File: src/rtl/wb_trace_fifo.sv
// wb_trace_fifo: FWFT trace FIFO of WB-stage register writes; define TRACE_V_ONLY_EN to log only $v0/$v1
module wb_trace_fifo #(
  parameter int DEPTH  = 16,
  parameter int ADDR_W = 4,
  parameter int DATA_W = 32
) (
  input  logic              clk,
  input  logic              rst,
  input  logic              regWriteWB,
  input  logic [4:0]        writeRegWB,
  input  logic [DATA_W-1:0] WriteData,
  input  logic [DATA_W-1:0] pcResultPlus4wb,
  input  logic              clear,
  input  logic              trace_ready,
  output logic              trace_valid,
  output logic [4:0]        trace_reg,
  output logic [DATA_W-1:0] trace_data,
  output logic [DATA_W-1:0] trace_pc,
  output logic [31:0]       trace_cycle,
  output logic [ADDR_W:0]   fill_level,
  output logic              overflow,
  output logic [15:0]       drop_count
);
  logic [4:0]        r_reg  [DEPTH];
  logic [DATA_W-1:0] r_data [DEPTH];
  logic [DATA_W-1:0] r_pc   [DEPTH];
  logic [31:0]       r_cyc  [DEPTH];
  logic [ADDR_W-1:0] r_wptr, r_rptr;
  logic [ADDR_W:0]   r_fill;
  logic [31:0]       r_cnt;
  logic              r_ovf;
  logic [15:0]       r_drop;
  logic              w_event, w_full, w_pop, w_push, w_drop;

`ifdef TRACE_V_ONLY_EN
  assign w_event = regWriteWB && (writeRegWB == 5'd2 || writeRegWB == 5'd3);
`else
  assign w_event = regWriteWB && writeRegWB != 5'd0;
`endif
  assign w_full = r_fill == (ADDR_W+1)'(DEPTH);
  assign w_pop  = trace_valid && trace_ready;
  assign w_push = w_event && (!w_full || w_pop);
  assign w_drop = w_event && w_full && !w_pop;

  // Entry storage; contents are don't-care until marked valid by the fill level
  always_ff @(posedge clk) begin
    if (w_push && !clear && !rst) begin
      r_reg[r_wptr]  <= writeRegWB;
      r_data[r_wptr] <= WriteData;
      r_pc[r_wptr]   <= pcResultPlus4wb;
      r_cyc[r_wptr]  <= r_cnt;
    end
  end

  // Pointers, occupancy, cycle stamp and drop bookkeeping; clear leaves the stamp running
  always_ff @(posedge clk) begin
    if (rst) begin
      r_wptr <= '0;
      r_rptr <= '0;
      r_fill <= '0;
      r_cnt  <= '0;
      r_ovf  <= 1'b0;
      r_drop <= '0;
    end else begin
      r_cnt <= r_cnt + 32'd1;
      if (clear) begin
        r_wptr <= '0;
        r_rptr <= '0;
        r_fill <= '0;
        r_ovf  <= 1'b0;
        r_drop <= '0;
      end else begin
        r_wptr <= r_wptr + ADDR_W'(w_push);
        r_rptr <= r_rptr + ADDR_W'(w_pop);
        r_fill <= r_fill + (ADDR_W+1)'(w_push) - (ADDR_W+1)'(w_pop);
        r_ovf  <= r_ovf || w_drop;
        r_drop <= r_drop + 16'(w_drop && r_drop != 16'hFFFF);
      end
    end
  end

  // Head fields are masked to zero while empty
  always_comb begin
    trace_valid = r_fill != '0;
    trace_reg   = trace_valid ? r_reg[r_rptr]  : '0;
    trace_data  = trace_valid ? r_data[r_rptr] : '0;
    trace_pc    = trace_valid ? r_pc[r_rptr]   : '0;
    trace_cycle = trace_valid ? r_cyc[r_rptr]  : '0;
  end

  assign fill_level = r_fill;
  assign overflow   = r_ovf;
  assign drop_count = r_drop;
endmodule

File: config.mk
export PLATFORM = sky130hd
export DESIGN_NAME = wb_trace_fifo
export DESIGN_NICKNAME = d
export VERILOG_FILES = /design/src/rtl/wb_trace_fifo.sv
export SDC_FILE = /design/constraint.sdc
export NUM_CORES = 1
export LEC_CHECK = 0
export BUFFER_PORTS_ARGS = -buffer_cell sky130_fd_sc_hd__buf_2
export CAP_MARGIN = 20
export CORE_MARGIN = 10
export CORE_UTILIZATION = 25
export CTS_CLUSTER_SIZE = 20
export DETAILED_ROUTE_END_ITERATION = 8
export PLACE_DENSITY = 0.39
export SYNTH_ARGS = -nofsm -noshare
export SYNTH_HDL_FRONTEND = slang
export SYNTH_SLANG_ARGS = --single-unit
File: constraint.sdc
create_clock -name clk -period 24.5 [get_ports clk]
set_clock_uncertainty 0.05 [all_clocks]
set_input_delay 2.45 -clock clk [delete_from_list [all_inputs] [get_ports clk]]
set_output_delay 2.45 -clock clk [all_outputs]
set_load 0.05 [all_outputs]
== Yosys cells after proc, flatten, opt, wreduce, memory -nomap -nowiden ==
Memories as Yosys holds them, arrays and structs flattened. A register that Yosys moved wholly into a read port is not among the register bits.
Cells that the tools add are included.

* Flip-flop bits (word level): 62
* Memory bits (writable): 1616
* Input bits: 74
* Output and inout port bits: 124
* Logic and storage cells: 45
* Memories kept: 4

{| class="wikitable"
|+ Memories
! name !! depth !! width !! rd ports !! clocked after Yosys merged registers in !! write ports !! RTL line !! RTL
|-
| r_cyc || 16 || 32 || 1 || 1 || 1 || 27 || <nowiki>logic [31:0] r_cyc [DEPTH];</nowiki>
|-
| r_data || 16 || 32 || 1 || 1 || 1 || 25 || <nowiki>logic [DATA_W-1:0] r_data [DEPTH];</nowiki>
|-
| r_pc || 16 || 32 || 1 || 1 || 1 || 26 || <nowiki>logic [DATA_W-1:0] r_pc [DEPTH];</nowiki>
|-
| r_reg || 16 || 5 || 1 || 1 || 1 || 24 || <nowiki>logic [4:0] r_reg [DEPTH];</nowiki>
|}

* $add $sub $neg: 6
* Equality and inequality tests: 2
* Multiplexer cells: 10
* Reduce and logical (&&, ||, !) cells: 17

{| class="wikitable"
|+ Operator list
! operator !! count
|-
| 32-bit two-way mux || 3
|-
| 32-bit by 1-bit adder with 32-bit output (second input constant) || 1
|-
| 16-bit by 1-bit adder with 16-bit output || 1
|-
| 4-bit two-way mux || 4
|-
| 16-bit inequality test (second input constant) || 1
|-
| 5-bit nonzero test || 2
|-
| 4-bit by 1-bit adder with 4-bit output || 2
|-
| 1-bit logical AND || 8
|-
| 5-bit by 1-bit adder with 5-bit output || 1
|-
| 5-bit == test (second input constant) || 1
|-
| 5-bit two-way mux || 1
|-
| 5-bit by 1-bit subtractor with 5-bit output || 1
|-
| 1-bit logical NOT || 4
|-
| 1-bit logical OR || 2
|-
| 1-bit two-way mux || 2
|-
| 2-bit OR reduction || 1
|}

== Longest topological paths before layout ==
Gate-level depths: netlist of run 1.

* Depth in word-level cells: 8
* Mapped depth: 14
* Mapped depth without buffers: 14

== Least setup slack after synthesis of run 1 ==
OpenSTA, ideal clock, no wires.

* Path kind: input-to-reg
* Start: input writeRegWB[3]
* End: memory r_cyc[1][0], enable pin
* Setup time: 0.808 ns
* Arrival: 12.502 ns
* Data required time: 23.642 ns
* Path slack: 11.140 ns
* Cell stages on the path: 4
* Buffers on the path: 0
* Cell sequence: or4_1 o21ai_0 nand3b_1 nor4_1

* Word-level cells in the longest chain between the ends: 7

{| class="wikitable"
|+ Ends and longest elaborated chain
! element !! RTL line !! RTL
|-
| from (decl) || 10 || <nowiki>input logic [4:0] writeRegWB,</nowiki>
|-
| 5-bit nonzero test || 38 || <nowiki>assign w_event = regWriteWB && writeRegWB != 5'd0;</nowiki>
|-
| 1-bit logical AND || 38 ||
|-
| 1-bit logical AND || 42 || <nowiki>assign w_push = w_event && (!w_full || w_pop);</nowiki>
|-
| 1-bit logical AND (2 in series) || 47 || <nowiki>if (w_push && !clear && !rst) begin</nowiki>
|-
| 1-bit two-way mux || 47 ||
|-
| 1-bit two-way mux (implied by the code) || 51 || <nowiki>r_cyc[r_wptr] <= r_cnt;</nowiki>
|-
| to (decl) || 27 ||
|}

No other way between the ends.

==> flow_metrics.env, run 1 <==
export IMPL_wl_per_cell_um=26.30
export IMPL_ys_ff_latch=1678
export IMPL_netlist_area_leader_share_pct=76.61
export IMPL_crit_path_end_kind="output port"
export IMPL_finalMaxSlewViolations=0
export IMPL_crit_arrival_ns=5.30
export IMPL_r2r_cells=7
export IMPL_antenna_found_initial=20
export IMPL_regArea_um2=49780
export IMPL_die_w_um=523.3
export IMPL_area_delta_synth_final_pct=17.52
export IMPL_p_per_area_nw_per_um2=94.46
export IMPL_postPlaceCellArea_um2=68480
export IMPL_synthFlopType="edfxtp_1"
export IMPL_multi_input_area_um2=12840
export IMPL_drt_initial_drc_count=2104
export IMPL_via_per_inst=4.496
export IMPL_r2r_end="r_pc[5][1]$_DFFE_PP_"
export IMPL_min_period_over_period_pct=31.83
export IMPL_crit_type="flip-flop to output port"
export IMPL_dieArea_um2=273900
export IMPL_layout_common_cells="edfxtp_1 (1616), mux4_2 (403), buf_2 (197)"
export IMPL_clock_sinks=1678
export IMPL_worstReg2RegStart="fill_level[2]$_SDFF_PP0_"
export IMPL_tightestPinTransition_ns=1.073
export IMPL_cts_hold_fix_buffers=0
export IMPL_tritoncts="yes"
export IMPL_hp_class="flip-flop to flip-flop"
export IMPL_outcome="finished clean"
export IMPL_syn_mean_instance_area_um2=23.23
export IMPL_synth_cell_type_count=43
export IMPL_cts_root_buf="clkbuf_16"
export IMPL_cp_start_kind="flip-flop"
export IMPL_syn_inst=2727
export IMPL_ir_drop_uv=69.96
export IMPL_hold_depth=1
export IMPL_clk_pin_slew_ns=0.06
export IMPL_start_util_pct=25.17
export IMPL_cp_max_fo=114
export IMPL_syn_nets=2816
export IMPL_hold_path_end="overflow$_SDFF_PP0_"
export IMPL_instances_no_fill=6537
export IMPL_htreeDepth=4
export IMPL_grt_pass1_wl_um=245800
export IMPL_gr_total_overflow=0
export IMPL_place_gp_congestion=0.6536
export IMPL_drv_cap=0
export IMPL_ys_warn_count=0
export IMPL_min_delay_start="overflow$_SDFF_PP0_"
export IMPL_synth_top_area_cell="edfxtp_1"
export IMPL_dr_pass1_iters=7
export IMPL_holdWs_ns=0.4491
export IMPL_largestRegisters="r_cyc x512, r_data x512, r_pc x512"
export IMPL_required_ns=22.00
export IMPL_grt_pass1_vias=32176
export IMPL_relSlewSlack_pct=28.50
export IMPL_fin_nets=3120
export IMPL_syn_cell_area_um2=63340
export IMPL_fin_crit_ns=7.797
export IMPL_async_flop_share_pct=0
export IMPL_setup_violations=0
export IMPL_grt_setup_unrepaired="false"
export IMPL_dp_hpwl_um=84090
export IMPL_num_io_pins=198
export IMPL_fillers=24361
export IMPL_r2r_setup_slack_ns=20.45
export IMPL_finalWirelength_um=171900
export IMPL_ant_nets=0
export IMPL_row_count=184
export IMPL_final_common_cell="edfxtp_1"
export IMPL_yosysSeqAreaShare_pct=78.57
export IMPL_vias=29391
export IMPL_clk_latency_ns=0.83
export IMPL_coreArea_um2=251600
export IMPL_grt_start_max_net_pins=115
export IMPL_post_cts_resized=0
export IMPL_timing_fmax_mhz=128.2
export IMPL_synthTopCellsByArea="edfxtp_1 (77%), mux4_2 (14%), dfxtp_1 (2.0%)"
export IMPL_die_h_um=523.3
export IMPL_numPortBuffers=197
export IMPL_cts_buffers=187
export IMPL_cts_setup_buffers=0
export IMPL_fin_area_um2=74440
export IMPL_gr_usage_all_layers_pct=12.39
export IMPL_finalHoldViolations=0
export IMPL_dpl_cell_count=6190
export IMPL_fin_tns_setup_ns=0
export IMPL_post_route_cells_drive_above_1_share_pct=29.70
export IMPL_cts_buffer_depth=3
export IMPL_synth_edf_count=1616
export IMPL_drc=0
export IMPL_leakage_nw=22.58
[final cells by class]
class / instances / share of cell area (%)
flip-flops and latches: 1678 / 66.87
diodes: 4 / 0.01345
repair buffers: 264 / 2.168
well taps: 3348 / 5.628
multi-input cells: 885 / 17.25
inverters: 15 / 0.07564
clock buffers: 237 / 6.579
clock inverters: 106 / 1.417
[worst max path at each step]
stage / to / slack [ns] / depth (start not counted) / from
3_3_place_gp: trace_pc[13] / 17.35 / 7 / r_rptr[0]$_SDFF_PP0_
4_1_cts: trace_pc[13] / 16.42 / 7 / r_rptr[0]$_SDFF_PP0_
2_1_floorplan: r_cyc[1][0]$_DFFE_PP_ / 11.14 / 4 / writeRegWB[3]
3_5_place_dp: trace_pc[13] / 17.37 / 7 / r_rptr[0]$_SDFF_PP0_
6_report: trace_cycle[29] / 16.70 / 7 / r_rptr[1]$_SDFF_PP0_
5_1_grt: trace_pc[13] / 16.21 / 7 / r_rptr[0]$_SDFF_PP0_
[synthesized netlist by cell type (3+ instances only)]
master       n
nor2_1      40
and3_1       4
clkbuf_1    75
a22o_1     100
mux2_2       5
nor2b_1      6
and4_1       7
nand4_1      9
nand2b_1     5
buf_1        7
or4_1       12
edfxtp_1  1616
xor2_1      10
a31oi_1      3
nor4_1      11
or3_1       13
o21ai_0     15
a221o_1    100
and2_1       9
dfxtp_1     62
inv_1       15
xnor2_1     15
buf_6       22
a21oi_1     22
nor3_1      16
buf_2       45
o31ai_1      7
nand2_1     23
mux4_2     403
ha_1        14
nand3_1     20
[report_power, final]
| part | internal (mW) | switching (mW) |
|---|---|---|
| Clock | 1.57 | 1.17 |
| Sequential | 3.14 | 0.0129 |
| Combinational | 0.356 | 0.786 |
[critical path, cell delays in order, from the launching register on]
cell     delay (ns)
dfxtp_4        0.71
buf_4          0.67
buf_12         0.62
buf_4          0.94
mux4_2         0.42
a22o_1         0.26
a221o_1        0.35
buf_2          0.25
[cells by family (layout without fill, tap and decap cells)]
group | after synthesis | count (layout) | synth area share (%)
AOI/OAI and AO/OA | 253 | 253 | 3.447
xor gates and xnor gates | 25 | 25 | 0.3457
adders and majority gates | 15 | 15 | 0.3082
buffers and inverters | 164 | 622 | 1.322
DFF | 1678 | 1678 | 78.57
muxes | 410 | 410 | 14.45
other | 0 | 4 | 0
and+or+nand+nor | 182 | 182 | 1.553
[per-stage QoR]
stage / util [%] / worst slack, ns / power, mW
6_report: 29.58 / 16.70 / 7.031
5_1_grt: 29.58 / 16.21 / 7.324
4_1_cts: 29.58 / 16.42 / 7.179
3_5_place_dp: 27.21 / 17.37 / 4.405
3_3_place_gp: 27.21 / 17.35 / 4.410
2_1_floorplan: - / 11.14 / 4.034
[routing by layer]
layer / track usage, % / wire, um
met1: 16.19 / 75770
met2: 21.17 / 85350
met3: 2.294 / 6809
met4: 3.285 / 3902
met5: 0 / 57
Power figures use the tool's default switching activity.
==> inputs of run 2 (changes only) <==
clock period = 7.2 ns   (was 24.5 ns; I/O delays follow)
==> flow_metrics.env, run 2 (synthesis gave the netlist of run 1 again) <==
export IMPL_cts_buffer_depth=3
export IMPL_hp_class="input pin to flip-flop"
export IMPL_drv_cap=0
export IMPL_tightestPinTransition_ns=1.075
export IMPL_numPortBuffers=197
export IMPL_via_per_inst=4.514
export IMPL_swShare_pct=27.78
export IMPL_worstReg2RegStart="fill_level[2]$_SDFF_PP0_"
export IMPL_tritoncts="yes"
export IMPL_setup_violations=0
export IMPL_vias=29600
export IMPL_hold_path_end="r_pc[7][16]$_DFFE_PP_"
export IMPL_timing_fmax_mhz=203.1
export IMPL_cp_start_kind="flip-flop"
export IMPL_num_io_pins=198
export IMPL_start_util_pct=25.17
export IMPL_dr_pass1_iters=5
export IMPL_r2r_cells=8
export IMPL_die_h_um=523.3
export IMPL_grt_start_max_net_pins=102
export IMPL_crit_arrival_ns=4.15
export IMPL_grt_setup_unrepaired="false"
export IMPL_clockPowerShare_pct=39.9
export IMPL_fin_nets=3126
export IMPL_internal_power_mw=17.49
export IMPL_ant_nets=0
export IMPL_antenna_found_initial=23
export IMPL_cp_max_fo=37
export IMPL_hold_depth=1
export IMPL_crit_type="flip-flop to output port"
export IMPL_largestRegisters="r_cyc x512, r_data x512, r_pc x512"
export IMPL_cts_hold_fix_buffers=0
export IMPL_relSlewSlack_pct=28.36
export IMPL_r2r_end="r_pc[13][1]$_DFFE_PP_"
export IMPL_fillers=24406
export IMPL_finalHoldViolations=0
export IMPL_drc=0
export IMPL_ir_drop_uv=415.0
export IMPL_row_count=184
export IMPL_cts_setup_buffers=0
export IMPL_grt_pass1_vias=31641
export IMPL_min_period_over_period_pct=68.38
export IMPL_finalMaxSlewViolations=0
export IMPL_area_delta_synth_final_pct=18.31
export IMPL_gr_total_overflow=0
export IMPL_p_sw_mw=6.725
export IMPL_fin_crit_ns=4.923
export IMPL_outcome="finished clean"
export IMPL_grt_pass1_wl_um=249800
export IMPL_fin_tns_setup_ns=0
export IMPL_p_per_area_nw_per_um2=323.1
export IMPL_min_delay_start="pcResultPlus4wb[16]"
export IMPL_sequentialPowerShare_pct=44.4
export IMPL_combPwrFrac_pct=15.8
export IMPL_final_common_cell="edfxtp_1"
export IMPL_clk_latency_ns=0.85
export IMPL_crit_path_end_kind="output port"
export IMPL_htreeDepth=4
export IMPL_utilization_pct=29.78
export IMPL_required_ns=6.43
export IMPL_layout_common_cells="edfxtp_1 (1616), mux4_2 (403), buf_2 (197)"
export IMPL_coreArea_um2=251600
export IMPL_leakage_nw=22.80
export IMPL_dp_hpwl_um=86140
export IMPL_cts_buffers=192
export IMPL_drt_initial_drc_count=2417
export IMPL_dieArea_um2=273900
export IMPL_die_w_um=523.3
export IMPL_place_gp_congestion=0.6528
export IMPL_wl_per_cell_um=26.85
export IMPL_cts_root_buf="clkbuf_16"
export IMPL_gr_usage_all_layers_pct=12.64
export IMPL_finalWirelength_um=176100
export IMPL_post_route_cells_drive_above_1_share_pct=30.22
export IMPL_r2r_setup_slack_ns=3.89
export IMPL_clk_pin_slew_ns=0.06
export IMPL_clock_sinks=1678
export IMPL_post_cts_resized=0
run 2: cell count changes in the layout (fill, tap and decap cells not counted), moves of 9 or more:
cell and delta:
buf_4 -11, clkinv_2 +11, buf_12 +12, clkbuf_16 +9
run 2: worst max-delay path by stage:
stage / start / end / slack [ns] / depth (start not counted)
after global routing: fill_level[2]$_SDFF_PP0_ / trace_data[24] / 1.95 / 8
final: fill_level[2]$_SDFF_PP0_ / trace_pc[2] / 2.28 / 8
after CTS: fill_level[2]$_SDFF_PP0_ / trace_data[2] / 2.02 / 8
after global placement: rst / r_pc[13][13]$_DFFE_PP_ / 2.73 / 7
after floorplan: fill_level[2]$_SDFF_PP0_ / r_cyc[10][0]$_DFFE_PP_ / -2.04 / 6
after detailed placement: rst / r_pc[13][13]$_DFFE_PP_ / 2.70 / 7
run 2: stage by stage:
step                hold WS (ns)  area (um^2)  cells  total power [mW]  setup slack (ns)
floorplan                 0.4957        63380   2727             13.73            -2.040
global placement          0.4419        68690   6191             14.90             2.732
detailed placement        0.4504        68690   6191             14.90             2.699
CTS                       0.1191        74920   6551             24.69             2.021
global route              0.1386        74920   6552             25.20             1.945
finish                    0.2017        74940   6558             24.21             2.277
run 2: worst max-delay path: stages, from the launching register on:
cell	delay [ns]
dfxtp_1	0.36
inv_1	0.08
ha_1	0.21
or4b_1	0.31
and3_4	0.73
buf_4	0.72
a22o_1	0.26
a221o_1	0.22
buf_2	0.30
run 2: power by group through the flow:
stage / registers (mW) / logic, mW / clock network (mW)
6_report: 10.7 / 3.82 / 9.65
5_1_grt: 10.7 / 4.07 / 10.4
4_1_cts: 10.7 / 3.96 / 9.99
3_5_place_dp: 10.9 / 3.95 / 0
3_3_place_gp: 10.9 / 3.96 / 0
2_1_floorplan: 11.0 / 2.77 / 0
run 2: layer usage:
metal / share of wire [%] / global-route usage (%) / up-vias
met2: 50 / 21.43 / 574
li1: - / - / 12485
met4: 1.8 / 2.674 / 4
met5: 0.015 / 0 / -
met1: 44 / 16.92 / 16288
met3: 4.0 / 2.336 / 249
run 2: cell type report:
type	count	area, um^2	area share, %
Antenna cell	7	17.52	0.02338
Multi-Input combinational cell	885	12890	17.21
Inverter	15	56.30	0.07513
Sequential cell	1678	49780	66.42
Clock buffer	246	5172	6.902
Timing Repair Buffer	265	1772	2.364
Tap cell	3348	4189	5.590
Clock inverter	114	1062	1.418
